`config.mk`:
```
export PLATFORM = sky130hd
export DESIGN_NAME = grf_read_port
export DESIGN_NICKNAME = d
export VERILOG_FILES = /design/src/rtl/grf_read_port_pkg.sv /design/src/rtl/grf_scoreboard.sv /design/src/rtl/grf_read_port.sv
export SDC_FILE = /design/constraint.sdc
export NUM_CORES = 2
export LEC_CHECK = 0
export BUFFER_PORTS_ARGS = -buffer_cell sky130_fd_sc_hd__buf_4
export CORE_ASPECT_RATIO = 1.2
export CORE_MARGIN = 2
export CORE_UTILIZATION = 60
export CTS_BUF_LIST = sky130_fd_sc_hd__clkbuf_8
export CTS_CLUSTER_SIZE = 30
export DETAILED_ROUTE_END_ITERATION = 12
export GPL_TIMING_DRIVEN = 0
export PLACE_DENSITY = 0.81
export SYNTH_ARGS = -nofsm -noshare
export SYNTH_HDL_FRONTEND = slang
export SYNTH_SLANG_ARGS = --single-unit
```
`constraint.sdc`:
```
create_clock -name clk -period 3.7 [get_ports clk]
set_input_delay 0.555 -clock clk [delete_from_list [all_inputs] [get_ports clk]]
set_output_delay 0.555 -clock clk [all_outputs]
set_load 0.1 [all_outputs]
```
`src/rtl/grf_read_port_pkg.sv`:
```
// Shared sizing constants for the decode-side general register file.
package grf_read_port_pkg;
    localparam int DATA_W    = 32;
    localparam int ADDR_W    = 5;
    localparam int REG_COUNT = 32;
    localparam logic [ADDR_W-1:0] ZERO_REG = '0;
endpackage

```
`src/rtl/grf_scoreboard.sv`:
```
// Load-use scoreboard: busy bit per register, registered popcount, decode stall.
module grf_scoreboard
    import grf_read_port_pkg::*;
#(
    parameter int REG_COUNT = grf_read_port_pkg::REG_COUNT,
    parameter int ADDR_W    = grf_read_port_pkg::ADDR_W
) (
    input  logic              clk,
    input  logic              reset_n,
    input  logic [ADDR_W-1:0] RsAddr,
    input  logic [ADDR_W-1:0] RtAddr,
    input  logic              WriteEn,
    input  logic [ADDR_W-1:0] WriteAddr,
    input  logic              issue_valid,
    input  logic              issue_is_load,
    input  logic [ADDR_W-1:0] issue_dest,
    input  logic              flush,
    output logic              stall,
    output logic [ADDR_W:0]   pending_cnt
);

    logic [REG_COUNT-1:0] busy;
    logic [REG_COUNT-1:0] busyNext;
    logic [ADDR_W:0]      cntNext;
    logic                 setHit;
    logic                 clrHit;
    logic                 incCnt;
    logic                 decCnt;
    logic                 rsHazard;
    logic                 rtHazard;

    // A write landing this cycle resolves the hazard through the read bypass.
    always_comb begin
        rsHazard = busy[RsAddr] && (RsAddr != ZERO_REG) && !(WriteEn && (WriteAddr == RsAddr));
        rtHazard = busy[RtAddr] && (RtAddr != ZERO_REG) && !(WriteEn && (WriteAddr == RtAddr));
        stall    = rsHazard || rtHazard;
    end

    always_comb begin
        setHit   = issue_valid && issue_is_load && !stall && (issue_dest != ZERO_REG);
        clrHit   = WriteEn && (WriteAddr != ZERO_REG);
        busyNext = busy;
        if (clrHit)
            busyNext[WriteAddr] = 1'b0;
        if (setHit)
            busyNext[issue_dest] = 1'b1;
        busyNext[0] = 1'b0;
        // Count tracks the busy transitions so it stays equal to popcount(busy).
        incCnt  = setHit && !busy[issue_dest];
        decCnt  = clrHit && busy[WriteAddr] && !(setHit && (issue_dest == WriteAddr));
        cntNext = pending_cnt + (ADDR_W+1)'(incCnt) - (ADDR_W+1)'(decCnt);
    end

    always_ff @(posedge clk or negedge reset_n) begin
        if (!reset_n) begin
            busy        <= '0;
            pending_cnt <= '0;
        end else if (flush) begin
            busy        <= '0;
            pending_cnt <= '0;
        end else begin
            busy        <= busyNext;
            pending_cnt <= cntNext;
        end
    end

endmodule

```
`src/rtl/grf_read_port.sv`:
```
// 32x32 general register file with two bypassed D-stage read ports and load-use stall.
module grf_read_port
    import grf_read_port_pkg::*;
#(
    parameter int REG_COUNT = grf_read_port_pkg::REG_COUNT,
    parameter int DATA_W    = grf_read_port_pkg::DATA_W,
    parameter int ADDR_W    = grf_read_port_pkg::ADDR_W
) (
    input  logic              clk,
    input  logic              reset_n,
    input  logic [ADDR_W-1:0] RsAddr,
    input  logic [ADDR_W-1:0] RtAddr,
    output logic [DATA_W-1:0] RsData,
    output logic [DATA_W-1:0] RtData,
    input  logic              WriteEn,
    input  logic [ADDR_W-1:0] WriteAddr,
    input  logic [DATA_W-1:0] RegData,
    input  logic              issue_valid,
    input  logic              issue_is_load,
    input  logic [ADDR_W-1:0] issue_dest,
    input  logic              flush,
    output logic              stall,
    output logic [ADDR_W:0]   pending_cnt
);

    logic [DATA_W-1:0] regs [REG_COUNT];

    always_ff @(posedge clk or negedge reset_n) begin
        if (!reset_n) begin
            for (int i = 0; i < REG_COUNT; i++)
                regs[i] <= '0;
        end else if (WriteEn && (WriteAddr != ZERO_REG)) begin
            regs[WriteAddr] <= RegData;
        end
    end

    // Write-first bypass; register 0 always reads zero regardless of writes.
    always_comb begin
        RsData = regs[RsAddr];
        if (RsAddr == ZERO_REG)
            RsData = '0;
        else if (WriteEn && (WriteAddr == RsAddr))
            RsData = RegData;

        RtData = regs[RtAddr];
        if (RtAddr == ZERO_REG)
            RtData = '0;
        else if (WriteEn && (WriteAddr == RtAddr))
            RtData = RegData;
    end

    grf_scoreboard #(
        .REG_COUNT (REG_COUNT),
        .ADDR_W    (ADDR_W)
    ) u_scoreboard (
        .clk           (clk),
        .reset_n       (reset_n),
        .RsAddr        (RsAddr),
        .RtAddr        (RtAddr),
        .WriteEn       (WriteEn),
        .WriteAddr     (WriteAddr),
        .issue_valid   (issue_valid),
        .issue_is_load (issue_is_load),
        .issue_dest    (issue_dest),
        .flush         (flush),
        .stall         (stall),
        .pending_cnt   (pending_cnt)
    );

endmodule

```
## After elaboration in Yosys (flattened, before gate mapping)

Index checks and enable logic that the tools add are counted.

| storage, ports and cells | value |
|---|---|
| flip-flop bits (word level) | 1062 |
| input port bits | 58 |
| output and inout bits | 71 |
| logic and storage cells | 113 |

| operators by class | value |
|---|---|
| add/sub/neg operators | 2 |
| magnitude comparators | 10 |
| eq/ne operators | 3 |
| muxes and demuxes | 29 |
| bitwise operators | 6 |
| reductions and logical operators | 29 |

Operators with widths:

| cell | number |
|---|---|
| 1024-bit bitwise mux | 1 |
| 32-bit two-way mux | 12 |
| 32-bit binary-select mux with 5-bit select | 2 |
| 32-bit demux with 5-bit select | 1 |
| 32-bit AND | 1 |
| 32-bit NOT | 1 |
| 32-bit OR | 1 |
| 5-bit by 6-bit less-than comparator with 1-bit output (second input constant) | 4 |
| 1-bit binary-select mux with 5-bit select | 4 |
| 5-bit nonzero test | 4 |
| 6-bit greater-or-equal comparator (second input constant) | 3 |
| 5-bit NOT with 6-bit output | 3 |
| 1-bit logical AND | 17 |
| 5-bit equality test | 3 |
| 1-bit demux with 5-bit select | 2 |
| 5-bit by 1-bit greater-or-equal comparator with 1-bit output (second input constant) | 2 |
| 5-bit logical NOT | 2 |
| 6-bit by 1-bit adder with 6-bit output | 1 |
| 6-bit by 1-bit less-than comparator with 1-bit output (second input constant) | 1 |
| 1-bit two-way mux | 6 |
| 6-bit two-way mux | 1 |
| 6-bit by 1-bit subtractor with 6-bit output | 1 |
| 1-bit logical NOT | 5 |
| 1-bit logical OR | 1 |

## Longest topological paths before layout

| logic depth | value |
|---|---|
| word-level depth | 13 |
| mapped depth | 19 |
| gate-level depth less buffers | 15 |

## Modules after synthesis

From an unflattened synthesis, not the netlist that was laid out.

| second synthesis, totals | value |
|---|---|
| cell total of the unflattened synthesis | 4199 |
| area total of the unflattened synthesis | 58895.2 µm² |

Modules (own cells, without submodules):

| module | times used | cells an instance | area each (µm²) |
|---|---|---|---|
| grf_read_port | 1 | 3868 | 55560.8 |
| grf_scoreboard | 1 | 331 | 3334.4 |

## Worst setup path after synthesis

No wires, ideal clock.

| path | value |
|---|---|
| path kind | input to output |
| start point | input port RtAddr[1] |
| end point | output port RtData[16] |
| data arrival time | 3573 ps |
| required time | 3145 ps |
| path slack | -428 ps |
| cell stages on the path | 11 |
| path buffers | 5 |
| cell sequence | buf_2 -> buf_4 -> buf_6 -> buf_4 -> buf_2 -> mux4_2 -> mux2i_1 -> mux2_2 -> nand2_1 -> o21ai_1 -> a21oi_1 |

| between the ends | value |
|---|---|
| longest elaborated chain between the ends | 6 |

RTL lines:

| element | line | text |
|---|---|---|
| from (decl) | grf_read_port.sv:12 | `input logic [ADDR_W-1:0] RtAddr,` |
| 5-bit NOT with 6-bit output (implied by the code) | grf_read_port.sv:45 | `RtData = regs[RtAddr];` |
| 32-bit binary-select mux with 5-bit select | grf_read_port.sv:45 |  |
| 32-bit two-way mux (implied by the code) (2 in a row) | grf_read_port.sv:45 |  |
| 32-bit two-way mux | grf_read_port.sv:48 | `else if (WriteEn && (WriteAddr == RtAddr))` |
| 32-bit two-way mux * | grf_read_port.sv:46 | `if (RtAddr == ZERO_REG)` |
| to (decl) | grf_read_port.sv:14 | `output logic [DATA_W-1:0] RtData,` |

Every way passes the cells marked *; elsewhere a longest branch is shown, timed or not. The select of a mux whose other input is x is not followed.

## Final worst setup path

| path | value |
|---|---|
| start point | input port RtAddr[4] |
| end point | output port RtData[27] |

Same word-level chain as after synthesis.

==> impl_metrics.csv <==
group,metric,value,unit
status,status,"complete, but fails checks",
status,violations,"capacitance limit, slew limit, setup timing",
synthesis,synthArstFlopShare,100.0,%
global_routing,track_usage,45.32,%
sta,hold_violations,0,
die,ios,129,
global_routing,grt_pass1_wl,314800,µm
finish,final_core_util,68.46,%
critical_path,crit_type,"in -> out",
finish,fill_cells,6594,
power,ir_worst_vdd,0.5569,mV
synthesis,synth-edff-count,0,
die,die_w,289.2,µm
finish,layout.nets,4349,
critical_path,critPathMaxStageDelay,0.84,ns
run,cap_violations,8,
detailed_routing,ant_nets,0,
global_routing,grt_overflow_total,0,
detailed_routing,drt_iter0_drc,6517,
cts,insertion_delay,0.86,ns
die,coreArea,96810,µm²
placement,place_congestion,1.011,
detailed_routing,wl,223400,µm
cts,clk_pin_slew,0.06,ns
finish,final_cell_area,66280,µm²
cts,cts_root_buf,"clkbuf_8",
detailed_routing,drt_pass1_iterations,9,
critical_path,crit_chain,"buf_4 -> clkbuf_2 -> nand3b_1 -> clkbuf_1 -> o211a_1 -> buf_6",
finish,areaGrowthSynthToFinish,13.18,%
power,p_leak,28.94,nW
die,die_height,346.2,µm
sta,timing.final.max_slew_violations,88,
die,die_area,100100,µm²
sta,relSlewSlack,-8.018,%
synthesis,ys_top_cells_by_count,"1,093 x mux2_2, 1,061 x dfrtp_1, 514 x mux4_2",
detailed_routing,wire_per_inst,39.18,µm
cts,htreeDepth,4,
placement,place_area,61390,µm²
critical_path,start_kind,"primary input",
placement,place_hpwl,148200,µm
synthesis,ys_seq_area_share,45.34,%
detailed_routing,drcViolationCount,0,
sta,setup_viol,42,
critical_path,critical_path_arrival,3.27,ns
synthesis,yosysTopAreaCellShare,45.34,%
cts,cts_made_buffers,171,
finish,layout-drive-gt1-share,52.54,%
synthesis,synthCells,3952,
synthesis,syn-num-nets,4017,
synthesis,yosys.area.top_type,"dfrtp_1",
synthesis,synth_area,58560,µm²
sta,fin_crit_sh,103.2,%
cts,cts_num_sinks,1061,
global_routing,grt_pass1_vias,44220,
placement,place_ws,-1.336,ns
sta,fmax,261.8,MHz
critical_path,cp_slowest_cell,"clkbuf_1",
placement,io_buffers,116,
synthesis,synth_seq_cells,1061,
sta,worst_slack,-0.1200,ns
global_routing,grt_antenna_before_repair,14,
critical_path,end_kind,"output pin",
critical_path,crit_required,3.14,ns
synthesis,synth.distinct_cells,60,
detailed_routing,vias,43400,
synthesis,syn_area_per_cell,14.82,µm²
cts,cts_buffer_depth,3,
global_routing,grt_start_max_net_pins,169,
die,rows,125,
sta,skew,0.02400,ns
sta,rsz0062_at_grt,"true",
sta,tightest_slew,1.620,ns
synthesis,synth_flop_cell,"dfrtp_1",
worst_hold_path,min_path_type,"in -> reg",
synthesis,yosysWarnings,0,
power,p_per_area,533.9,nW/µm²
cts,cts_tree,"yes",
detailed_routing,vias_per_cell,7.609,
sta,post-route-min-period,3.820,ns
synthesis,ys_top_cells_by_area,"dfrtp_1 45%, mux2_2 21%, mux4_2 20%",
synthesis,synth.most_common_cell,"mux2_2",
die,initial_core_util,60.49,%
power,finalPower,0.03539,W
critical_path,worstPathMaxFanout,10,
[power breakdown]
part	switching, W	internal [W]
registers	0.00164	0.0137
clock network	0.00506	0.00537
logic	0.00490	0.00466
[layout make-up]
type	instances	area [µm²]	area share [%]
Multi-Input combinational cell	2415	30180	45.54
Buffer	459	2850	4.300
Sequential cell	1061	26550	40.07
Tap cell	1270	1589	2.398
Clock inverter	89	456.7	0.6891
Inverter	14	52.55	0.07929
Antenna cell	15	37.54	0.05663
Timing Repair Buffer	162	1554	2.345
Clock buffer	218	3000	4.527
[worst max-delay path, delay by kind of cell]
family	cells	cell delay, ns
buf+inv	4	1.71
simple gates	1	0.59
compound gates	1	0.38
[flip-flops by register name, indices dropped and copies added, names as in the netlist]
name	count
u_scoreboard.pending_cnt	6
regs	1024
u_scoreboard.busy	31
[logic make-up (layout without fill, tap and decap cells)]
group | count (synthesis) | after routing | share of synthesized area (%)
DFF | 1061 | 1061 | 45.34
adders and majority gates | 7 | 7 | 0.1624
other | 0 | 15 | 0
and+or+nand+nor | 213 | 213 | 1.837
AOI/OAI and AO/OA | 370 | 370 | 4.465
muxes | 1805 | 1805 | 44.17
xor gates and xnor gates | 20 | 20 | 0.2991
buffers and inverters | 476 | 942 | 3.726
[layer usage]
layer	wire length, µm	track usage, %	share of wire [%]	vias to the layer above
met1	71670	52.63	32	22200
met5	218	1.618	0.098	-
li1	-	-	-	16050
met2	96730	63.76	43	3778
met4	23710	38.89	11	10
met3	31100	19.88	14	1361
[path summary, 6_finish.rpt]
check                                startpoint                           to  slack [ns]  depth (start not counted)
min reg2reg                          regs[1000]                   regs[1000]        0.48                          1
max reg2reg                u_scoreboard.busy[7]  u_scoreboard.pending_cnt[4]        0.10                         16
min                                  RegData[0]                      regs[0]        0.05                          2
max                                   RtAddr[4]                   RtData[27]       -0.12                          6
min in group asynchronous               reset_n                    regs[828]        0.33                          2
max in group asynchronous               reset_n                    regs[784]        0.72                          5
[repair_timing]
item                                    in CTS  in global routing
pin swaps                                    0                  7
hold buffers                                27                  0
endpoints found under the setup margin      67                 67
buffers inserted                             0                 12
gates resized for setup                    259                108
hold endpoints to repair                   182                  0
cloned                                       0                  1
[cells in the final DEF, fill, tap and decap left out, types with 10 or more instances in the layout]
cell type,instances
a21oi_1,56
a21oi_2,48
a221o_1,19
a221oi_1,29
buf_1,39
buf_12,12
buf_2,50
buf_4,149
buf_6,60
buf_8,20
clkbuf_1,188
clkbuf_2,35
clkbuf_4,25
clkbuf_8,223
clkinv_2,20
dfrtp_1,1058
diode_2,15
dlygate4sd3_1,27
inv_1,70
mux2_2,1093
mux2i_1,187
mux4_2,514
nand2_1,40
nand2b_1,10
nand3_1,30
nand3b_1,19
nor2_1,61
nor2b_1,17
o211a_1,15
o211ai_1,18
o21ai_0,61
o21ai_1,15
o221a_1,16
o221ai_1,18
o311ai_0,13
o31ai_1,19
xor2_1,13
[stage by stage]
stage	cells	hold slack (ns)	TNS, ns
2_1_floorplan	3952	0.2594	0
3_3_place_gp	5338	0.4531	-
3_5_place_dp	5344	0.4684	-68.03
4_1_cts	5676	0.007644	-0.2076
5_1_grt	5691	0.04352	-0.1006
6_report	5703	0.05299	-2.236
Note: power is estimated with default switching activity, not from simulation.
